### src/rtl/seq_arith_pkg.sv
// Shared definitions for the sequential multiply/divide pair: FSM states,
// operand widths and the last iteration index.
package seq_arith_pkg;

   localparam int DIV_W = 16;
   localparam int DVD_W = 32;
   localparam logic [3:0] LAST_ITER = 4'd15;

   typedef enum logic [1:0] {
      IDLE  = 2'd0,
      CHECK = 2'd1,
      CALC  = 2'd2,
      DONE  = 2'd3
   } state_e;

endpackage

### src/rtl/div_restore_step.sv
// One restoring-division iteration: shift the next dividend bit into the partial
// remainder, trial-subtract the divisor and shift the resulting quotient bit into Q.
module div_restore_step
   import seq_arith_pkg::*;
(
   input  logic [DIV_W-1:0] a_i,
   input  logic [DIV_W-1:0] q_i,
   input  logic [DIV_W-1:0] d_i,
   output logic [DIV_W:0]   a_o,
   output logic [DIV_W-1:0] q_o
);

   logic [DIV_W:0]   shifted;
   logic [DIV_W+1:0] diff;

   // A < D on entry, so the shifted value stays below 2*D and fits in 17 bits.
   assign shifted = {a_i, q_i[DIV_W-1]};
   assign diff    = {1'b0, shifted} - {2'b00, d_i};

   always_comb begin
      a_o = diff[DIV_W:0];
      q_o = {q_i[DIV_W-2:0], 1'b1};
      if (diff[DIV_W+1]) begin
         a_o = shifted;
         q_o = {q_i[DIV_W-2:0], 1'b0};
      end
   end

endmodule

### src/rtl/sequential_divider_32x16.sv
// 32/16 restoring divider producing one quotient bit per clock, with an upfront
// overflow / divide-by-zero check and a start/done handshake.
module sequential_divider_32x16
   import seq_arith_pkg::*;
(
   input  logic             clk,
   input  logic             rst,
   input  logic             st,
   input  logic [DVD_W-1:0] dividend,
   input  logic [DIV_W-1:0] divisor,
   output logic             done,
   output logic             busy,
   output logic [DIV_W-1:0] quotient,
   output logic [DIV_W-1:0] remainder,
   output logic             ovf,
   output logic             dvz
);

   state_e           state_q, state_d;
   logic [DIV_W:0]   a_q, a_d;
   logic [DIV_W-1:0] q_q, q_d;
   logic [DIV_W-1:0] d_q, d_d;
   logic [3:0]       cnt_q, cnt_d;
   logic             ovf_q, ovf_d;
   logic             dvz_q, dvz_d;

   logic [DIV_W:0]   step_a;
   logic [DIV_W-1:0] step_q;

   div_restore_step u_step (
      .a_i (a_q[DIV_W-1:0]),
      .q_i (q_q),
      .d_i (d_q),
      .a_o (step_a),
      .q_o (step_q)
   );

   always_ff @(posedge clk or posedge rst) begin
      if (rst) begin
         state_q <= IDLE;
         a_q     <= '0;
         q_q     <= '0;
         d_q     <= '0;
         cnt_q   <= '0;
         ovf_q   <= 1'b0;
         dvz_q   <= 1'b0;
      end else begin
         state_q <= state_d;
         a_q     <= a_d;
         q_q     <= q_d;
         d_q     <= d_d;
         cnt_q   <= cnt_d;
         ovf_q   <= ovf_d;
         dvz_q   <= dvz_d;
      end
   end

   always_comb begin
      state_d = state_q;
      a_d     = a_q;
      q_d     = q_q;
      d_d     = d_q;
      cnt_d   = cnt_q;
      ovf_d   = ovf_q;
      dvz_d   = dvz_q;
      case (state_q)
         IDLE: begin
            if (st) begin
               a_d     = {1'b0, dividend[DVD_W-1:DIV_W]};
               q_d     = dividend[DIV_W-1:0];
               d_d     = divisor;
               ovf_d   = 1'b0;
               dvz_d   = 1'b0;
               state_d = CHECK;
            end
         end
         CHECK: begin
            // Upper dividend half >= divisor means the quotient needs more than 16 bits.
            if ((d_q == '0) || (a_q >= {1'b0, d_q})) begin
               ovf_d   = 1'b1;
               dvz_d   = (d_q == '0);
               q_d     = '1;
               a_d     = '0;
               state_d = DONE;
            end else begin
               cnt_d   = '0;
               state_d = CALC;
            end
         end
         CALC: begin
            a_d   = step_a;
            q_d   = step_q;
            cnt_d = cnt_q + 4'd1;
            if (cnt_q == LAST_ITER) begin
               state_d = DONE;
            end
         end
         DONE: begin
            state_d = IDLE;
         end
         default: begin
            state_d = IDLE;
         end
      endcase
   end

   assign done      = (state_q == DONE);
   assign busy      = (state_q == CHECK) || (state_q == CALC);
   assign quotient  = q_q;
   assign remainder = a_q[DIV_W-1:0];
   assign ovf       = ovf_q;
   assign dvz       = dvz_q;

endmodule

### config.mk
export PLATFORM = sky130hd
export DESIGN_NAME = sequential_divider_32x16
export DESIGN_NICKNAME = d
export VERILOG_FILES = /design/src/rtl/seq_arith_pkg.sv /design/src/rtl/div_restore_step.sv /design/src/rtl/sequential_divider_32x16.sv
export SDC_FILE = /design/constraint.sdc
export NUM_CORES = 1
export LEC_CHECK = 0
export CAP_MARGIN = 25
export CORE_MARGIN = 8
export CORE_UTILIZATION = 55
export CTS_CLUSTER_DIAMETER = 30
export DETAILED_ROUTE_END_ITERATION = 7
export PLACE_DENSITY_LB_ADDON = 0.1
export SLEW_MARGIN = 20
export SYNTH_ARGS = -nofsm -noshare
export SYNTH_HDL_FRONTEND = slang
export SYNTH_SLANG_ARGS = --single-unit
### constraint.sdc
create_clock -name clk -period 4.2 [get_ports clk]
set_input_delay 1.26 -clock clk [delete_from_list [all_inputs] [get_ports clk]]
set_output_delay 1.26 -clock clk [all_outputs]
set_load 0.005 [all_outputs]
==> impl_metrics.tcl <==
set metrics [dict create \
    status "finished clean" \
    finClkSkew_ns 0.0130 \
    r2r_end "a_q[15]$_DFFE_PP0P_" \
    tns_ns 0 \
    die-area_sq_um 11200 \
    clock.fmax_ghz 0.324 \
    via_per_inst 5.78 \
    hold_path_depth 2 \
    grt_max_degree 51 \
    synthArstFlopShare_pct 100 \
    clockRootBuffer "clkbuf_8" \
    synthFlopType "dfrtp_1" \
    finalSetupViolations 0 \
    seqPwrFrac_pct 20.8 \
    numPortBuffers 86 \
    rsz0062_at_grt "false" \
    cts_buffers 9 \
    netlist_instances 493 \
    max_stage_delay_ns 0.71 \
    critical_path_class "flip-flop to flip-flop" \
    cts_tree "done" \
    synth-seq-cells 57 \
    num_antenna_cells 0 \
    drc 0 \
    min_to "quotient[0]$_DFFE_PP0P_" \
    cellLeakagePower_nw 2.41 \
    grt_pass1_wl_um 19100 \
    crit_path_frequent_cell "o21ai_0" \
    switchingPower_mw 2.56 \
    grt_usage_pct 20.7 \
    initial_core_util_pct 57.1 \
    core-area_sq_um 7770 \
    cp_top_family "compound AO/OA/AOI/OAI gates" \
    cp_cell_sequence "inv_1, ha_1, o21ai_0, a21oi_1, o31ai_1, a31oi_4, o31ai_4, buf_4, mux2i_1, o21ai_0" \
    synth.net_count 583 \
    avgSynthCellArea_sq_um 8.99 \
    vias 3856 \
    num_io_pins 87 \
    drt-total-wl_um 11400 \
    hold_slack_ns 0.515 \
    antenna_found_initial 0 \
    reg2reg_slack_ns 1.11 \
    dp_hpwl_um 8610 \
    p_int_mw 2.76 \
    hold_buffers 0 \
    wl_per_cell_um 17.0 \
    worst_slack_ns 1.11 \
    p_comb_share_pct 70.2 \
    antenna_left 0 \
    relSlewSlack_pct 44.9 \
    drive_above_1_share_pct 11.5 \
    ctsResizeCount 0 \
    htree_levels 3 \
    die_x_um 106 \
    nNetsFinal 650 \
    worstPathRequired_ns 4.42 \
    yosysWarnings 0 \
    cap_viol_max_count 0 \
    ys_seq_area_share_pct 32.2 \
    critPathCaptureType "flip-flop" \
    postCtsSetupBuffers 0 \
    drt_iter0_drc 247 \
    hp-class "flip-flop to flip-flop" \
    start_kind "flip-flop" \
    cts_buffer_depth 2 \
    chipHeight_um 106 \
    fin_crit_ns 3.09 \
    critPathBufInv 2 \
    nFillCells 635 \
    r2r-start "d_q[1]$_DFFE_PP0P_" \
    timing.final.crit_share_pct 73.6 \
    grt_pass1_vias 3927 \
    dr.pass1.iters 4 \
    gp_congestion 0.892 \
    syn_area_sq_um 4430 \
    vdd_ir_drop_max_mv 0.809 \
    cp_data_arrival_time_ns 3.30 \
    hold_viol 0 \
    p_sw_share_pct 48.1 \
    ys_types 62 \
    syn_to_final_growth_pct 22.0 \
    hold_start "quotient[0]$_DFFE_PP0P_" \
    tightest_slew_ns 0.827 \
    p_clk_share_pct 9.0 \
    globalRouteOverflowTotal 0 \
    path_clk_slew_ns 0.07 \
    rows 32 \
    clock_sinks 57 \
    slew_violations 0 \
    synth.top_cells.by_area "dfrtp_1 (32%), ha_1 (11%), nand2_1 (5.2%), o21ai_0 (5.1%), mux2_2 (4.3%)" \
    worstSkewPairLatency_ns 0.35 \
    synth_enable_flop_cells 0 \
    synth_top_area_share_pct 32.2 \
    pre_cts_slack_ns 1.11 \
    r2r_cells 10 \
    synth_top_cell_by_area "dfrtp_1" \
    critPathMaxFanout 22 \
    slowest_stage "o31ai_4" \
    p_per_area_nw_per_um2 985 \
]
worst reg2reg max path, delay by kind of cell (launching register included):
kind	cells	cell delay (ns)
compound gates	6	1.66
fa+ha+maj	1	0.25
buf+inv	2	0.47
flops	1	0.41
mux	1	0.19
through the flow:
step           std cells  total power, mW  instance area (sq um)  util [%]
2_1_floorplan        493             3.95                   4430         -
3_3_place_gp         651             4.70                   5230      67.3
3_5_place_dp         651             4.83                   5230      67.3
4_1_cts              667             5.33                   5410      69.6
5_1_grt              667             5.84                   5410      69.6
6_report             667             5.33                   5410      69.6
registers in the layout, indices dropped and copies added (netlist names):
signal and cells:
ovf 1, cnt_q 4, quotient 16, a_q 17, dvz 1, state_q 2
d_q 16
Yosys cell counts, drive strengths merged, types with 3 or more instances:
library cell and instances:
a31oi 4, o211ai 15, o21a 4, or3b 12, clkbuf 9, nor2b 6
and3 6, nand2 61, ha 38, xnor2 12, nand3 10, nand4 3
and2 3, mux2 17, a211oi 5, dfrtp 57, a21oi 38, o31ai 4
a21o 5, o21ai 48, buf 28, nor2 20, mux2i 13, inv 30
nand2b 4, nor3 3, nor4 5
power groups by stage:
stage,Combinational (mW),Clock (mW),Sequential [mW]
6_report,3.74,0.477,1.11
5_1_grt,4.18,0.509,1.15
4_1_cts,3.74,0.481,1.11
3_5_place_dp,3.71,0,1.11
3_3_place_gp,3.59,0,1.11
2_1_floorplan,2.91,0,1.04
how the worst max path moves through the flow:
stage	depth (start not counted)	slack (ns)	end	start
2_1_floorplan	1	1.54	a_q[0]$_DFFE_PP0P_	rst
3_3_place_gp	7	1.18	a_q[11]$_DFFE_PP0P_	st
3_5_place_dp	9	1.11	a_q[12]$_DFFE_PP0P_	a_q[0]$_DFFE_PP0P_
4_1_cts	9	1.08	a_q[12]$_DFFE_PP0P_	d_q[1]$_DFFE_PP0P_
5_1_grt	10	0.78	a_q[15]$_DFFE_PP0P_	a_q[0]$_DFFE_PP0P_
6_report	10	1.11	a_q[15]$_DFFE_PP0P_	d_q[1]$_DFFE_PP0P_
layout by cell type, fill, tap and decap left out, drive strengths merged, types with 3 or more instances in the layout:
cell type / n
nor2b: 6
a21o: 5
ha: 38
nor4: 5
inv: 31
nand3: 10
and3: 6
clkinvlp: 3
nor2: 20
xnor2: 12
mux2: 17
mux2i: 13
clkdlybuf4s50: 86
o21ai: 48
or3b: 12
buf: 7
a31oi: 4
o211ai: 15
nand2: 61
nand4: 3
and2: 3
nand2b: 4
nor3: 3
o31ai: 4
a21oi: 38
clkbuf: 10
a211oi: 5
o21a: 4
dfrtp: 57
cell families (layout without fill, tap and decap cells):
| group | Yosys count | after routing | synth area share (%) |
|---|---|---|---|
| xor+xnor | 14 | 14 | 2.77 |
| fa+ha+maj | 39 | 39 | 11.2 |
| simple gates | 142 | 142 | 16.4 |
| buf+inv | 67 | 139 | 8.10 |
| compound gates | 144 | 144 | 22.1 |
| mux | 30 | 30 | 7.26 |
| flops | 57 | 57 | 32.2 |
layer usage:
metal  vias up  part of all wire [%]  global-route usage, %
met2       114                    47                   33.0
met1      1828                    45                   26.4
li1       1897                     -                      -
met5         -                     0                      0
met4         0                   2.0                   8.54
met3        17                   5.9                   4.69
area by class of cell:
type	count	area [sq um]	share of cell area (%)
flip-flops and latches	57	1430	26.4
clock buffers	10	138	2.55
repair buffers	93	913	16.9
well taps	102	128	2.36
clock inverters	6	41.3	0.764
inverters	30	113	2.08
multi-input cells	369	2650	49.0
No activity file was read; power rests on OpenSTA's default activity.
